--- src/rtl/q_8_40_pkg.sv ---
// -----------------------------------------------------------------------------
// q_8_40_pkg
// Shared types and sizes for the q_8_40 serial multiplier output path.
//   BUS_W           : width of the byte bus driven by the multiplier
//   NBYTES          : bytes per product
//   PROD_W          : reassembled product width (BUS_W * NBYTES)
//   collect_state_t : collector FSM state encoding
//   prod_t / byte_t : product word and bus byte types
// -----------------------------------------------------------------------------
package q_8_40_pkg;

  localparam int BUS_W  = 8;
  localparam int NBYTES = 8;
  localparam int PROD_W = BUS_W * NBYTES;
  localparam int CNT_W  = $clog2(NBYTES + 1);

  typedef enum logic [1:0] {
    C_IDLE     = 2'd0,
    C_COLLECT  = 2'd1,
    C_WAIT_LOW = 2'd2
  } collect_state_t;

  typedef logic [PROD_W-1:0] prod_t;
  typedef logic [BUS_W-1:0]  byte_t;
  typedef logic [CNT_W-1:0]  cnt_t;

endpackage

--- src/rtl/q_8_40_prod_collect_if.sv ---
// -----------------------------------------------------------------------------
// q_8_40_prod_collect_if
// Valid/ready product handshake between the collector and its consumer.
//   prod       : head-of-FIFO product (collector -> consumer)
//   prod_valid : a product is available   (collector -> consumer)
//   prod_ready : consumer accepts prod    (consumer -> collector)
// master = collector side, slave = consumer side.
// -----------------------------------------------------------------------------
interface q_8_40_prod_collect_if;
  import q_8_40_pkg::*;

  prod_t prod;
  logic  prod_valid;
  logic  prod_ready;

  modport master (output prod, output prod_valid, input prod_ready);
  modport slave  (input prod, input prod_valid, output prod_ready);

endinterface

--- src/rtl/q_8_40_prod_fifo.sv ---
// -----------------------------------------------------------------------------
// q_8_40_prod_fifo
// Small pointer-based FIFO with an occupancy count.
//   clk, rst    : clock, asynchronous active-high reset
//   push_i      : write push_data_i (accepted when not full, or full with a pop)
//   push_data_i : word to write
//   pop_i       : remove head entry (ignored when empty)
//   full_o      : DEPTH entries held
//   empty_o     : no entries held
//   head_o      : current head entry
// -----------------------------------------------------------------------------
module q_8_40_prod_fifo #(
  parameter int DEPTH = 2,
  parameter int WIDTH = 64
) (
  input  logic             clk,
  input  logic             rst,
  input  logic             push_i,
  input  logic [WIDTH-1:0] push_data_i,
  input  logic             pop_i,
  output logic             full_o,
  output logic             empty_o,
  output logic [WIDTH-1:0] head_o
);

  localparam int PTR_W = (DEPTH > 1) ? $clog2(DEPTH) : 1;
  localparam int OCC_W = $clog2(DEPTH + 1);

  logic [WIDTH-1:0] mem_q [DEPTH];
  logic [PTR_W-1:0] wr_ptr_q, rd_ptr_q;
  logic [OCC_W-1:0] count_q;
  logic             do_push, do_pop;

  function automatic logic [PTR_W-1:0] next_ptr(input logic [PTR_W-1:0] p);
    return (p == PTR_W'(DEPTH - 1)) ? '0 : p + 1'b1;
  endfunction

  assign full_o  = (count_q == OCC_W'(DEPTH));
  assign empty_o = (count_q == '0);
  assign head_o  = mem_q[rd_ptr_q];

  // A full FIFO still takes a push when the head leaves at the same edge.
  assign do_pop  = pop_i && !empty_o;
  assign do_push = push_i && (!full_o || do_pop);

  // NOTE: storage is reset as well because head_o must read 0 out of reset;
  // this is only affordable because the FIFO is a couple of entries deep.
  always_ff @(posedge clk or posedge rst) begin
    if (rst) begin
      for (int i = 0; i < DEPTH; i++) mem_q[i] <= '0;
      wr_ptr_q <= '0;
      rd_ptr_q <= '0;
      count_q  <= '0;
    end else begin
      if (do_push) begin
        mem_q[wr_ptr_q] <= push_data_i;
        wr_ptr_q        <= next_ptr(wr_ptr_q);
      end
      if (do_pop) rd_ptr_q <= next_ptr(rd_ptr_q);
      count_q <= count_q + OCC_W'(do_push) - OCC_W'(do_pop);
    end
  end

endmodule

--- src/rtl/q_8_40_prod_collect.sv ---
// -----------------------------------------------------------------------------
// q_8_40_prod_collect
// Reassembles the LSB-first byte stream of the q_8_40 serial multiplier into
// 64-bit products, buffers them and offers them on a valid/ready handshake.
//   clk, rst    : clock, asynchronous active-high reset
//   send_output : burst valid, one byte of P per clock while high
//   P           : product byte, least-significant byte first
//   prod_if     : product handshake (prod, prod_valid, prod_ready)
//   busy        : a burst is being collected or its tail is being absorbed
//   err_short   : sticky, burst ended before NBYTES bytes
//   err_long    : sticky, send_output stayed high past NBYTES bytes
//   drop        : sticky, completed product discarded on a full FIFO
//   clr_err     : synchronous clear of the sticky flags (a set event wins)
// -----------------------------------------------------------------------------
module q_8_40_prod_collect
  import q_8_40_pkg::*;
#(
  parameter int DEPTH = 2
) (
  input  logic                          clk,
  input  logic                          rst,
  input  logic                          send_output,
  input  byte_t                         P,
  q_8_40_prod_collect_if.master         prod_if,
  output logic                          busy,
  output logic                          err_short,
  output logic                          err_long,
  output logic                          drop,
  input  logic                          clr_err
);

  collect_state_t state_q, state_d;
  cnt_t           cnt_q, cnt_d;
  prod_t          shift_q, shift_d;
  prod_t          shifted;
  logic           err_short_q, err_short_d;
  logic           err_long_q, err_long_d;
  logic           drop_q, drop_d;
  logic           push, pop, fifo_full, fifo_empty;
  logic           set_short, set_long, set_drop;

  // New bytes enter at the top and move down; after NBYTES shifts the first
  // byte sits in bits [7:0], giving the LSB-first layout directly.
  assign shifted = {P, shift_q[PROD_W-1:BUS_W]};

  // NOTE: every output of this block gets a default first so no path leaves
  // a signal unassigned, which would otherwise infer a latch.
  always_comb begin
    state_d   = state_q;
    cnt_d     = cnt_q;
    shift_d   = shift_q;
    push      = 1'b0;
    set_short = 1'b0;
    set_long  = 1'b0;
    unique case (state_q)
      C_IDLE: begin
        if (send_output) begin
          shift_d = shifted;
          cnt_d   = cnt_t'(1);
          state_d = C_COLLECT;
        end
      end
      C_COLLECT: begin
        if (send_output) begin
          if (cnt_q == cnt_t'(NBYTES - 1)) begin
            // Last byte: the word goes straight from the bus into the FIFO.
            push    = 1'b1;
            shift_d = '0;
            cnt_d   = '0;
            state_d = C_WAIT_LOW;
          end else begin
            shift_d = shifted;
            cnt_d   = cnt_q + 1'b1;
          end
        end else begin
          set_short = 1'b1;
          shift_d   = '0;
          cnt_d     = '0;
          state_d   = C_IDLE;
        end
      end
      C_WAIT_LOW: begin
        // Extra bytes are dropped; a new burst needs a low cycle first.
        if (send_output) set_long = 1'b1;
        else             state_d  = C_IDLE;
      end
      default: begin
        state_d = C_IDLE;
        cnt_d   = '0;
        shift_d = '0;
      end
    endcase
  end

  assign pop      = prod_if.prod_valid && prod_if.prod_ready;
  assign set_drop = push && fifo_full && !pop;

  // Set has priority over clear so an event in the clearing cycle is kept.
  assign err_short_d = set_short | (err_short_q & ~clr_err);
  assign err_long_d  = set_long  | (err_long_q  & ~clr_err);
  assign drop_d      = set_drop  | (drop_q      & ~clr_err);

  // NOTE: sequential state uses non-blocking assignments only, so every
  // register samples the pre-edge value of every other register.
  always_ff @(posedge clk or posedge rst) begin
    if (rst) begin
      state_q     <= C_IDLE;
      cnt_q       <= '0;
      shift_q     <= '0;
      err_short_q <= 1'b0;
      err_long_q  <= 1'b0;
      drop_q      <= 1'b0;
    end else begin
      state_q     <= state_d;
      cnt_q       <= cnt_d;
      shift_q     <= shift_d;
      err_short_q <= err_short_d;
      err_long_q  <= err_long_d;
      drop_q      <= drop_d;
    end
  end

  q_8_40_prod_fifo #(
    .DEPTH (DEPTH),
    .WIDTH (PROD_W)
  ) u_fifo (
    .clk         (clk),
    .rst         (rst),
    .push_i      (push),
    .push_data_i (shifted),
    .pop_i       (pop),
    .full_o      (fifo_full),
    .empty_o     (fifo_empty),
    .head_o      (prod_if.prod)
  );

  assign prod_if.prod_valid = !fifo_empty;
  assign busy      = (state_q != C_IDLE);
  assign err_short = err_short_q;
  assign err_long  = err_long_q;
  assign drop      = drop_q;

endmodule

--- src/flat_wrapper.sv ---
// flat-port wrapper written by rule: the top's interface ports become plain ports
module q_8_40_prod_collect_flat import q_8_40_pkg::*;
#(
  parameter int DEPTH = 2
)
  (clk, rst, send_output, P, busy, err_short, err_long, drop, clr_err, prod_if_prod, prod_if_prod_valid, prod_if_prod_ready);
  q_8_40_prod_collect_if prod_if_i ();
  input  logic clk;
  input  logic rst;
  input  logic send_output;
  input  byte_t P;
  output logic busy;
  output logic err_short;
  output logic err_long;
  output logic drop;
  input  logic clr_err;
  output wire logic [$bits(prod_if_i.prod)-1:0] prod_if_prod;
  output wire logic [$bits(prod_if_i.prod_valid)-1:0] prod_if_prod_valid;
  input wire logic [$bits(prod_if_i.prod_ready)-1:0] prod_if_prod_ready;
  assign prod_if_prod = prod_if_i.prod;
  assign prod_if_prod_valid = prod_if_i.prod_valid;
  assign prod_if_i.prod_ready = prod_if_prod_ready;
  q_8_40_prod_collect #(.DEPTH(DEPTH)) u_core (.clk(clk), .rst(rst), .send_output(send_output), .P(P), .prod_if(prod_if_i), .busy(busy), .err_short(err_short), .err_long(err_long), .drop(drop), .clr_err(clr_err));
endmodule
--- config.mk ---
export PLATFORM = sky130hd
export DESIGN_NAME = q_8_40_prod_collect_flat
export DESIGN_NICKNAME = d
export VERILOG_FILES = /design/src/rtl/q_8_40_pkg.sv /design/src/rtl/q_8_40_prod_collect_if.sv /design/src/rtl/q_8_40_prod_fifo.sv /design/src/rtl/q_8_40_prod_collect.sv /design/src/flat_wrapper.sv
export SDC_FILE = /design/constraint.sdc
export NUM_CORES = 1
export LEC_CHECK = 0
export BUFFER_PORTS_ARGS = -buffer_cell sky130_fd_sc_hd__buf_4
export CELL_PAD_IN_SITES_DETAIL_PLACEMENT = 1
export CELL_PAD_IN_SITES_GLOBAL_PLACEMENT = 1
export CORE_UTILIZATION = 56
export CTS_BUF_LIST = sky130_fd_sc_hd__clkbuf_4 sky130_fd_sc_hd__clkbuf_8
export CTS_CLUSTER_SIZE = 8
export DETAILED_ROUTE_END_ITERATION = 7
export PLACE_DENSITY = 0.95
export SLEW_MARGIN = 20
export SYNTH_ARGS = -nofsm -noshare
export SYNTH_HDL_FRONTEND = slang
export SYNTH_SLANG_ARGS = --single-unit
export TNS_END_PERCENT = 50
--- constraint.sdc ---
create_clock -name clk -period 15.7 [get_ports clk]
set_input_delay 0.785 -clock clk [delete_from_list [all_inputs] [get_ports clk]]
set_output_delay 0.785 -clock clk [all_outputs]
set_load 0.03 [all_outputs]
==> results.json, run 1 <==
{
  "hold_path.class": "in -> async",
  "placed_area_um2": 9080,
  "drt_wl_total_um": 19200,
  "vias": 4724,
  "drtPass1Iterations": 8,
  "synth_seq_area_share_pct": 58.4,
  "cpLargestDelayFamily": "buffers and inverters",
  "crit_type": "reg -> out",
  "crit_chain": "buf_4 -> mux2_2 -> buf_4",
  "max-vdd-ir-drop_mv": 0.139,
  "grt_pass1_wl_um": 31300,
  "die_width_um": 125,
  "cap_violations": 0,
  "synth_ff_type": "dfrtp_1",
  "root_buffer": "clkbuf_8",
  "area_growth_pct": 13.1,
  "wl_per_cell_um": 24.1,
  "drc_errors": 8,
  "hold_viol_final": 0,
  "cts_resized": 0,
  "tightest_slew_ps": 904,
  "nets": 615,
  "synth.net_count": 541,
  "slew_viol_final": 0,
  "start_util_pct": 57.7,
  "crit_arrival_ps": 2330,
  "port-buffer-count": 81,
  "violations": "design-rule violations",
  "grt_max_degree": 127,
  "layout-drive-gt1-share_pct": 48.2,
  "setup_viol": 0,
  "cp_slowest_cell": "buf_4",
  "synth_seq_cells": 197,
  "core_area_um2": 14600,
  "detailedRoute.firstIterationViolations": 241,
  "avgSynthCellArea_um2": 16.1,
  "cp-end-kind": "output port",
  "worst_ep_required_time_ps": 14910,
  "synth_cell_types": 36,
  "slew_headroom_pct": 39.7,
  "grt_pass1_vias": 5264,
  "grt.overflow.total": 0,
  "cp_slowest_stage_delay_ps": 720,
  "ios": 82,
  "rows": 44,
  "synthTopCellsByArea": "dfrtp_1, mux2_2, mux2_4",
  "fin_cells": 796,
  "worstRegToRegCells": 5,
  "cts_tree": "built",
  "crit_buf_inv": 2,
  "reg2reg_to": "u_core.u_fifo.mem_q[27]",
  "synth_top_area_share_pct": 58.4,
  "outcome": "finished with violations",
  "cp.depth": 3,
  "nFillCells": 1305,
  "start_kind": "flip-flop",
  "leakagePower_nw": 5.07,
  "final.setup.tns_ps": 0,
  "syn-cell-area_um2": 8450,
  "fmax_ghz": 0.321,
  "post_cts_buffers": 0,
  "dieArea_um2": 15600,
  "yosys.area.top_type": "dfrtp_1",
  "cp_max_fo": 59,
  "clkSinkCount": 197,
  "drtAntennaViolNets": 0,
  "r2r_slack_ps": 12920,
  "ys_async_sr_fraction_pct": 100,
  "design_area_um2": 9550,
  "place_hpwl_um": 12000,
  "fin_crit_ps": 3120,
  "cts_max_level": 4,
  "antenna_found_initial": 0,
  "insertion_delay_ps": 470,
  "finalCritPeriodShare_pct": 19.8,
  "netlist_instances": 525,
  "fin_util_pct": 65.2,
  "synth_edf_count": 0,
  "viasPerCell": 5.93,
  "die_y_um": 125,
  "cpMostUsedCell": "buf_4",
  "fin_skew_ps": 14.3,
  "numCtsBuffers": 17,
  "rr_startpoint": "u_core.cnt_q[0]",
  "grt_usage_pct": 26.4,
  "yosysWarnings": 0,
  "rsz0062_at_grt": "no",
  "clk_pin_slew_ps": 100,
  "dp_cells": 764,
  "ctsHoldBuffers": 0,
  "antenna-diode-count": 0,
  "routabilityCongestion": 0.765,
  "cts_buffer_depth": 2,
  "p_per_area_nw_per_um2": 112
}
layer usage:
layer	up-vias	wire, um	part of all wire [%]	GRT usage, %
li1	2061	-	-	-
met1	2551	8180	43	34.9
met2	94	10100	53	44.6
met3	18	673	3.5	5.58
met4	0	191	1.0	6.46
met5	-	0	0	0
registers in the layout, indices dropped and copies added (netlist names):
| signal | count |
|---|---|
| u_core.cnt_q | 4 |
| u_core.u_fifo.count_q | 2 |
| u_core.u_fifo.mem_q | 128 |
| u_core.state_q | 2 |
| u_core.err_long | 1 |
| u_core.u_fifo.rd_ptr_q | 1 |
| u_core.err_short | 1 |
| u_core.u_fifo.wr_ptr_q | 1 |
| u_core.shift_q | 56 |
| u_core.drop | 1 |
logic make-up (layout without fill, tap and decap cells):
logic type,after synthesis,in the layout,synth area share (%)
buf+inv,39,126,3.64
xor+xnor,5,5,0.518
flops,197,197,58.4
simple gates,22,22,2.03
compound gates,66,66,6.61
mux,193,193,28.4
fa+ha+maj,3,3,0.444
per-stage QoR:
| stage | worst slack [ps] | hold slack, ps | total power (W) |
|---|---|---|---|
| 2_1_floorplan | 9550 | 449 | 0.000655 |
| 3_3_place_gp | 12670 | 463 | 0.000690 |
| 3_5_place_dp | 12600 | 473 | 0.000698 |
| 4_1_cts | 12580 | 484 | 0.00107 |
| 5_1_grt | 12500 | 486 | 0.00110 |
| 6_report | 12580 | 493 | 0.00107 |
cells in the mapped netlist (2+ instances only):
cell	number
a21oi_1	2
a22o_1	56
a31o_2	2
and3_1	2
buf_1	4
buf_12	6
buf_6	8
clkbuf_1	14
dfrtp_1	197
ha_1	3
inv_1	6
mux2_1	30
mux2_2	102
mux2_4	60
nand2_1	2
nand3_1	3
nor2_1	3
o21ai_0	3
or2_2	2
xnor2_1	4
report_power, final:
part,internal [W],leakage [nW],switching [W]
registers,0.000525,2.70,0.0000217
clock network,0.000200,0.229,0.000179
logic,0.0000597,2.14,0.0000814
total,0.000785,5.07,0.000282
layout by cell type (no fill, tap or decap), types with 2 or more instances in the layout:
cell and count:
clkbuf_8 19, bufinv_16 5, a22o_1 56, clkinv_2 2, nand3_1 3, and3_1 2, nor2_1 2, nand2_1 2
buf_4 88, mux2_4 60, xnor2_1 4, clkinvlp_4 3, mux2_2 102, or2_2 2, dfrtp_1 196, mux2_1 30
a31o_2 2, ha_1 3, inv_1 5, o21ai_0 3
final cells by class:
cell class	count	area, um2	share of cell area, %
Tap cell	184	230	2.41
Inverter	6	30.0	0.315
Clock buffer	20	269	2.82
Clock inverter	12	200	2.10
Multi-Input combinational cell	289	3230	33.8
Timing Repair Buffer	88	661	6.92
Sequential cell	197	4930	51.6
worst max path at each step:
stage | start | end | slack [ps]
2_1_floorplan | rst | u_core.cnt_q[0] | 9550
3_3_place_gp | prod_if_prod_ready | u_core.u_fifo.mem_q[59] | 12670
3_5_place_dp | prod_if_prod_ready | u_core.u_fifo.mem_q[62] | 12600
4_1_cts | u_core.u_fifo.rd_ptr_q | prod_if_prod[22] | 12580
5_1_grt | u_core.u_fifo.rd_ptr_q | prod_if_prod[22] | 12500
6_report | u_core.u_fifo.rd_ptr_q | prod_if_prod[19] | 12580
(Power assumes the default switching activity.)
==> run 2, diff against run 1 <==
--- a/config.mk
+++ b/config.mk
@@ -5,14 +5,15 @@
 export SDC_FILE = /design/constraint.sdc
 export NUM_CORES = 1
 export LEC_CHECK = 0
+export ABC_AREA = 1
 export BUFFER_PORTS_ARGS = -buffer_cell sky130_fd_sc_hd__buf_4
 export CELL_PAD_IN_SITES_DETAIL_PLACEMENT = 1
 export CELL_PAD_IN_SITES_GLOBAL_PLACEMENT = 1
-export CORE_UTILIZATION = 56
+export CORE_UTILIZATION = 41
 export CTS_BUF_LIST = sky130_fd_sc_hd__clkbuf_4 sky130_fd_sc_hd__clkbuf_8
 export CTS_CLUSTER_SIZE = 8
 export DETAILED_ROUTE_END_ITERATION = 7
-export PLACE_DENSITY = 0.95
+export PLACE_DENSITY = 0.87
 export SLEW_MARGIN = 20
 export SYNTH_ARGS = -nofsm -noshare
 export SYNTH_HDL_FRONTEND = slang
==> constraint.sdc (replaced) <==
create_clock -name clk -period 2.7 [get_ports clk]
set_input_delay 0.135 -clock clk [delete_from_list [all_inputs] [get_ports clk]]
set_output_delay 0.135 -clock clk [all_outputs]
set_load 0.03 [all_outputs]
==> run 2 against run 1 <==
The flow still finishes with violations (design-rule violations). Global-route usage down 2.5 points. Utilization down 17 points. Critical path depth up 1. Register-to-register slack worse by 12000 ps. Sequential share of layout area down 4.6 points. Clock-buffer cell count down 3. First-iteration DRC count rose to 2.8 times the previous value. Clock skew down 1.8 ps.
==> results.json, run 2 <==
{
  "outcome": "finished with violations",
  "violations": "design-rule violations",
  "design_area_um2": 10500,
  "start_util_pct": 42.0,
  "place_hpwl_um": 15400,
  "clkSinkCount": 197,
  "cap_violations": 0,
  "synth_seq_cells": 197,
  "cp_max_fo": 64,
  "leakagePower_nw": 5.94,
  "routabilityCongestion": 0.736,
  "crit_arrival_ps": 2020,
  "grt-busiest-layer": "met2",
  "top_register": "u_core.u_fifo.mem_q",
  "rows": 54,
  "root_buffer": "clkbuf_8",
  "slew_viol_final": 0,
  "finalCritPeriodShare_pct": 80.0,
  "hold_path.class": "in -> async",
  "start_kind": "flip-flop",
  "worstRegToRegCells": 9,
  "fin_util_pct": 47.7,
  "port-buffer-count": 81,
  "largest_reg_flops": 128,
  "synth_ff_type": "dfrtp_1",
  "avgSynthCellArea_um2": 7.70,
  "synthTopCellsByCount": "nand2_1, dfrtp_1, nand4_1",
  "core_area_um2": 22000,
  "grt.overflow.total": 0,
  "rr_startpoint": "u_core.cnt_q[0]",
  "clk_pin_slew_ps": 100,
  "antenna_found_initial": 0,
  "use_met2_pct": 40.9,
  "sw_frac_of_total_pct": 35.1,
  "grt_max_degree": 126,
  "ys_async_sr_fraction_pct": 100,
  "yosys.area.top_type": "dfrtp_1",
  "nFillCells": 2725,
  "synth_edf_count": 0,
  "synth_seq_area_share_pct": 53.5,
  "r2r_slack_ps": 700,
  "reg2reg_to": "u_core.u_fifo.count_q[1]",
  "antenna-diode-count": 0,
  "grt_pass1_wl_um": 44200,
  "p_int_w": 0.00432,
  "cp-end-kind": "output port",
  "top_regs": "u_core.u_fifo.mem_q (128), u_core.shift_q (56), u_core.cnt_q (4)",
  "nets": 1259,
  "drtAntennaViolNets": 0,
  "final.setup.tns_ps": 0,
  "use_met3_pct": 3.42,
  "synth.net_count": 1213,
  "use_met1_pct": 31.5,
  "layout-drive-gt1-share_pct": 11.5,
  "final_common_cell": "nand2_1",
  "fmax_ghz": 0.463,
  "p_per_area_nw_per_um2": 636,
  "max-vdd-ir-drop_mv": 0.498,
  "power_frac_seq_pct": 49.8,
  "worst_ep_required_time_ps": 2570,
  "p_switching_w": 0.00234,
  "placed_area_um2": 9950,
  "cts_max_level": 4,
  "dieArea_um2": 23100,
  "cts_resized": 0,
  "viasPerCell": 5.33,
  "grt_pass1_vias": 8535,
  "finalPower_w": 0.00666,
  "drtPass1Iterations": 6,
  "numCtsBuffers": 17,
  "synth_cell_types": 22,
  "insertion_delay_ps": 470,
  "hold_viol_final": 0,
  "rsz0062_at_grt": "no",
  "ios": 82,
  "fin_skew_ps": 12.5,
  "die_width_um": 152,
  "fin_crit_ps": 2160,
  "post-synth-top-count-cell": "nand2_1",
  "detailedRoute.firstIterationViolations": 683,
  "yosysWarnings": 0,
  "slew_headroom_pct": 43.1,
  "cts_buffer_depth": 2,
  "post_cts_buffers": 0,
  "vias": 8185,
  "synth_top_area_share_pct": 53.5,
  "ctsHoldBuffers": 13,
  "final_cell_mix": "nand2_1, dfrtp_1, nand4_1",
  "cts_tree": "built",
  "drt_wl_total_um": 26300,
  "drc_errors": 10,
  "tightest_slew_ps": 853,
  "area_growth_pct": 13.7,
  "netlist_instances": 1197,
  "pwr-share-comb_pct": 20.3,
  "p_clk_share_pct": 29.8,
  "crit_type": "reg -> out",
  "die_y_um": 152,
  "setup_viol": 0,
  "synthTopCellsByArea": "dfrtp_1, nand2_1, nand4_1",
  "wl_per_cell_um": 17.2,
  "syn-cell-area_um2": 9220,
  "grt_usage_pct": 23.9
}
==> run 2: layout make-up <==
cell class	instances	area [um2]	share of cell area, %
flip-flops and latches	197	4930	47.1
clock buffers	17	234	2.23
inverters	71	270	2.58
clock inverters	14	161	1.54
repair buffers	113	918	8.77
multi-input cells	843	3610	34.4
well taps	280	350	3.34
==> run 2: logic make-up after synthesis <==
family	Yosys count	share of synthesized area, %
and+or+nand+nor	826	37.4
DFF	197	53.5
xor gates and xnor gates	5	0.475
adders and majority gates	3	0.407
AOI/OAI and AO/OA	9	0.584
buffers and inverters	157	7.63
==> run 2: power groups by stage <==
stage / sequential [W] / combinational [W] / clock [W]
6_report: 0.00332 / 0.00135 / 0.00199
5_1_grt: 0.00334 / 0.00148 / 0.00214
4_1_cts: 0.00331 / 0.00137 / 0.00203
3_5_place_dp: 0.00337 / 0.00133 / 0
3_3_place_gp: 0.00336 / 0.00130 / 0
2_1_floorplan: 0.00330 / 0.000897 / 0
==> run 2: how the worst max path moves through the flow <==
| stage | startpoint | to |
|---|---|---|
| 4_1_cts | u_core.u_fifo.rd_ptr_q | prod_if_prod[45] |
| 3_5_place_dp | u_core.cnt_q[0] | u_core.u_fifo.count_q[1] |
| 5_1_grt | u_core.u_fifo.rd_ptr_q | prod_if_prod[45] |
| 6_report | u_core.u_fifo.rd_ptr_q | prod_if_prod[45] |
| 2_1_floorplan | rst | u_core.cnt_q[0] |
| 3_3_place_gp | u_core.cnt_q[0] | u_core.u_fifo.count_q[1] |
==> run 2: layer usage <==
layer	up-vias	wire length (um)
li1	3841	-
met1	4163	12000
met2	146	13000
met3	35	819
met4	0	465
met5	-	0
==> run 2: metrics by stage <==
stage / setup WS [ps] / hold WS [ps] / std cells
2_1_floorplan: 18.6 / 227 / 1197
3_3_place_gp: 862 / 305 / 1491
3_5_place_dp: 770 / 309 / 1491
4_1_cts: 515 / 360 / 1535
5_1_grt: 453 / 388 / 1535
6_report: 541 / 368 / 1535
==> run 2: worst max-delay path: stages, from the launching register on <==
cell	delay [ps]
dfrtp_2	380
buf_4	680
nand2_1	140
nand2_1	170
buf_4	180
==> run 3, diff against run 2 <==
--- a/config.mk
+++ b/config.mk
@@ -5,11 +5,11 @@
 export SDC_FILE = /design/constraint.sdc
 export NUM_CORES = 1
 export LEC_CHECK = 0
-export ABC_AREA = 1
+export ABC_AREA = 0
 export BUFFER_PORTS_ARGS = -buffer_cell sky130_fd_sc_hd__buf_4
 export CELL_PAD_IN_SITES_DETAIL_PLACEMENT = 1
 export CELL_PAD_IN_SITES_GLOBAL_PLACEMENT = 1
-export CORE_UTILIZATION = 41
+export CORE_UTILIZATION = 47
 export CTS_BUF_LIST = sky130_fd_sc_hd__clkbuf_4 sky130_fd_sc_hd__clkbuf_8
 export CTS_CLUSTER_SIZE = 8
 export DETAILED_ROUTE_END_ITERATION = 7
==> constraint.sdc (replaced) <==
create_clock -name clk -period 1.8 [get_ports clk]
set_input_delay 0.09 -clock clk [delete_from_list [all_inputs] [get_ports clk]]
set_output_delay 0.09 -clock clk [all_outputs]
set_load 0.03 [all_outputs]
==> run 3 against run 2 <==
The flow finishes with violations (negative setup slack). Largest cell class unchanged. Critical path depth up 1. Worst hold slack worse by 270 ps. Cell area up 0.31%. Setup slack worse by 780 ps. Clock skew about the same. Total power up 35%. First-iteration DRC count down 60%. Sequential cell count unchanged. Sequential power up 43%. Clock power up 35%. Clock-buffer cell count up 9. Via count down 39%.
==> results.json, run 3 (synthesis results as in run 1) <==
{
  "grt.overflow.total": 0,
  "drt_wl_total_um": 21200,
  "slew_viol_final": 0,
  "grt_pass1_vias": 5700,
  "dp_cells": 830,
  "setup_viol": 178,
  "hold_viol_final": 0,
  "rsz0062_at_grt": "yes",
  "start_util_pct": 48.5,
  "grt_usage_pct": 24.1,
  "root_buffer": "clkbuf_8",
  "outcome": "finished with violations",
  "finalCritPeriodShare_pct": 113,
  "largest_reg_flops": 128,
  "ios": 82,
  "final_common_cell": "dfrtp_1",
  "grt_pass1_wl_um": 33100,
  "clkSinkCount": 197,
  "drc_errors": 0,
  "area_growth_pct": 24.4,
  "holdWs_ps": 97.4,
  "antenna-diode-count": 0,
  "multiInputGateArea_um2": 3550,
  "nFillCells": 1584,
  "hold_path.class": "in -> reg",
  "hold_depth": 4,
  "worstRegToRegCells": 5,
  "grt_max_degree": 100,
  "crit_arrival_ps": 2380,
  "detailedRoute.firstIterationViolations": 271,
  "min_from": "prod_if_prod_ready",
  "rr_startpoint": "u_core.cnt_q[0]",
  "fin_cells": 889,
  "wl_per_cell_um": 23.8,
  "drtAntennaViolNets": 0,
  "worst_ep_required_time_ps": 2150,
  "start_kind": "flip-flop",
  "cap_violations": 0,
  "insertion_delay_ps": 470,
  "core_area_um2": 17400,
  "setup_slack_ps": -237,
  "port-buffer-count": 81,
  "crit_type": "reg -> reg",
  "dp_slack_ps": -342,
  "top_regs": "u_core.u_fifo.mem_q (128), u_core.shift_q (56), u_core.cnt_q (4)",
  "reg2reg_to": "u_core.u_fifo.mem_q[20]",
  "fmax_ghz": 0.491,
  "p_per_area_nw_per_um2": 858,
  "viasPerCell": 5.63,
  "clk_pin_slew_ps": 100,
  "register_area_um2": 4930,
  "violations": "negative setup slack",
  "top_register": "u_core.u_fifo.mem_q",
  "place_hpwl_um": 12200,
  "finalPower_w": 0.00902,
  "hold_path_end": "u_core.drop",
  "routabilityCongestion": 0.744,
  "rows": 48,
  "layout-drive-gt1-share_pct": 55.7,
  "dieArea_um2": 18500,
  "max-vdd-ir-drop_mv": 0.757,
  "cp-end-kind": "flip-flop",
  "die_width_um": 136,
  "cts_tree": "built",
  "cts_buffer_depth": 2,
  "design_area_um2": 10500,
  "leakagePower_nw": 5.41,
  "fin_crit_ps": 2040,
  "cp_max_fo": 31,
  "final_cell_mix": "dfrtp_1, mux2_4, buf_4",
  "fin_skew_ps": 12.8,
  "antenna_found_initial": 0,
  "numCtsBuffers": 17,
  "nets": 667,
  "vias": 5005,
  "die_y_um": 136,
  "cts_max_level": 4,
  "slew_headroom_pct": 49.7,
  "placed_area_um2": 9440,
  "tightest_slew_ps": 752,
  "drtPass1Iterations": 4,
  "r2r_slack_ps": -240
}
==> run 3: how the worst max path moves through the flow <==
| stage | startpoint | end | slack [ps] | cells after the start |
|---|---|---|---|---|
| after floorplan | rst | u_core.cnt_q[0] | -840 | 1 |
| final | u_core.cnt_q[0] | u_core.u_fifo.mem_q[20] | -240 | 5 |
| after global placement | u_core.cnt_q[0] | u_core.u_fifo.count_q[1] | -190 | 8 |
| after detailed placement | u_core.cnt_q[0] | u_core.u_fifo.count_q[1] | -340 | 8 |
| after global routing | u_core.cnt_q[1] | u_core.u_fifo.mem_q[60] | -270 | 5 |
| after CTS | u_core.cnt_q[0] | u_core.u_fifo.mem_q[60] | -200 | 5 |
==> run 3: repair_timing <==
action,CTS,global route
hold endpoints to repair,225,0
hold buffers,12,0
buffers inserted,6,5
gates resized for setup,71,27
endpoints found under the setup margin,200,227
pin swaps,8,6
cloned,2,3
==> run 3: cell type report <==
| class | instances | share of cell area [%] |
|---|---|---|
| clock buffers | 26 | 3.05 |
| clock inverters | 6 | 0.441 |
| inverters | 6 | 0.250 |
| multi-input cells | 289 | 33.7 |
| flip-flops and latches | 197 | 46.9 |
| well taps | 225 | 2.68 |
| repair buffers | 140 | 12.9 |
==> run 3: worst max-delay path: stages, from the launching register on <==
cell      delay [ps]
dfrtp_1          430
ha_4             170
nand4b_4         140
or4b_4           580
buf_12           230
mux2_4           330
==> run 3: routing by layer <==
| layer | share of wire [%] | up-vias | GRT usage, % |
|---|---|---|---|
| met4 | 1.3 | 0 | 7.22 |
| met2 | 52 | 100 | 40.9 |
| li1 | - | 2171 | - |
| met3 | 3.3 | 18 | 5.37 |
| met1 | 43 | 2716 | 30.6 |
| met5 | 0 | - | 0 |
==> run 3: power breakdown <==
group / internal (W) / total (W) / switching, W
registers: 0.00458 / 0.00476 / 0.000182
logic: 0.000753 / 0.00158 / 0.000824
clock network: 0.00117 / 0.00268 / 0.00151
total: 0.00650 / 0.00902 / 0.00252
==> run 3: metrics by stage <==
step           utilization, %  TNS, ps
6_report                 60.3   -25570
5_1_grt                  60.3   -33430
4_1_cts                  59.3   -23520
3_5_place_dp             54.2   -27470
3_3_place_gp             54.2    -9940
2_1_floorplan               -  -189520
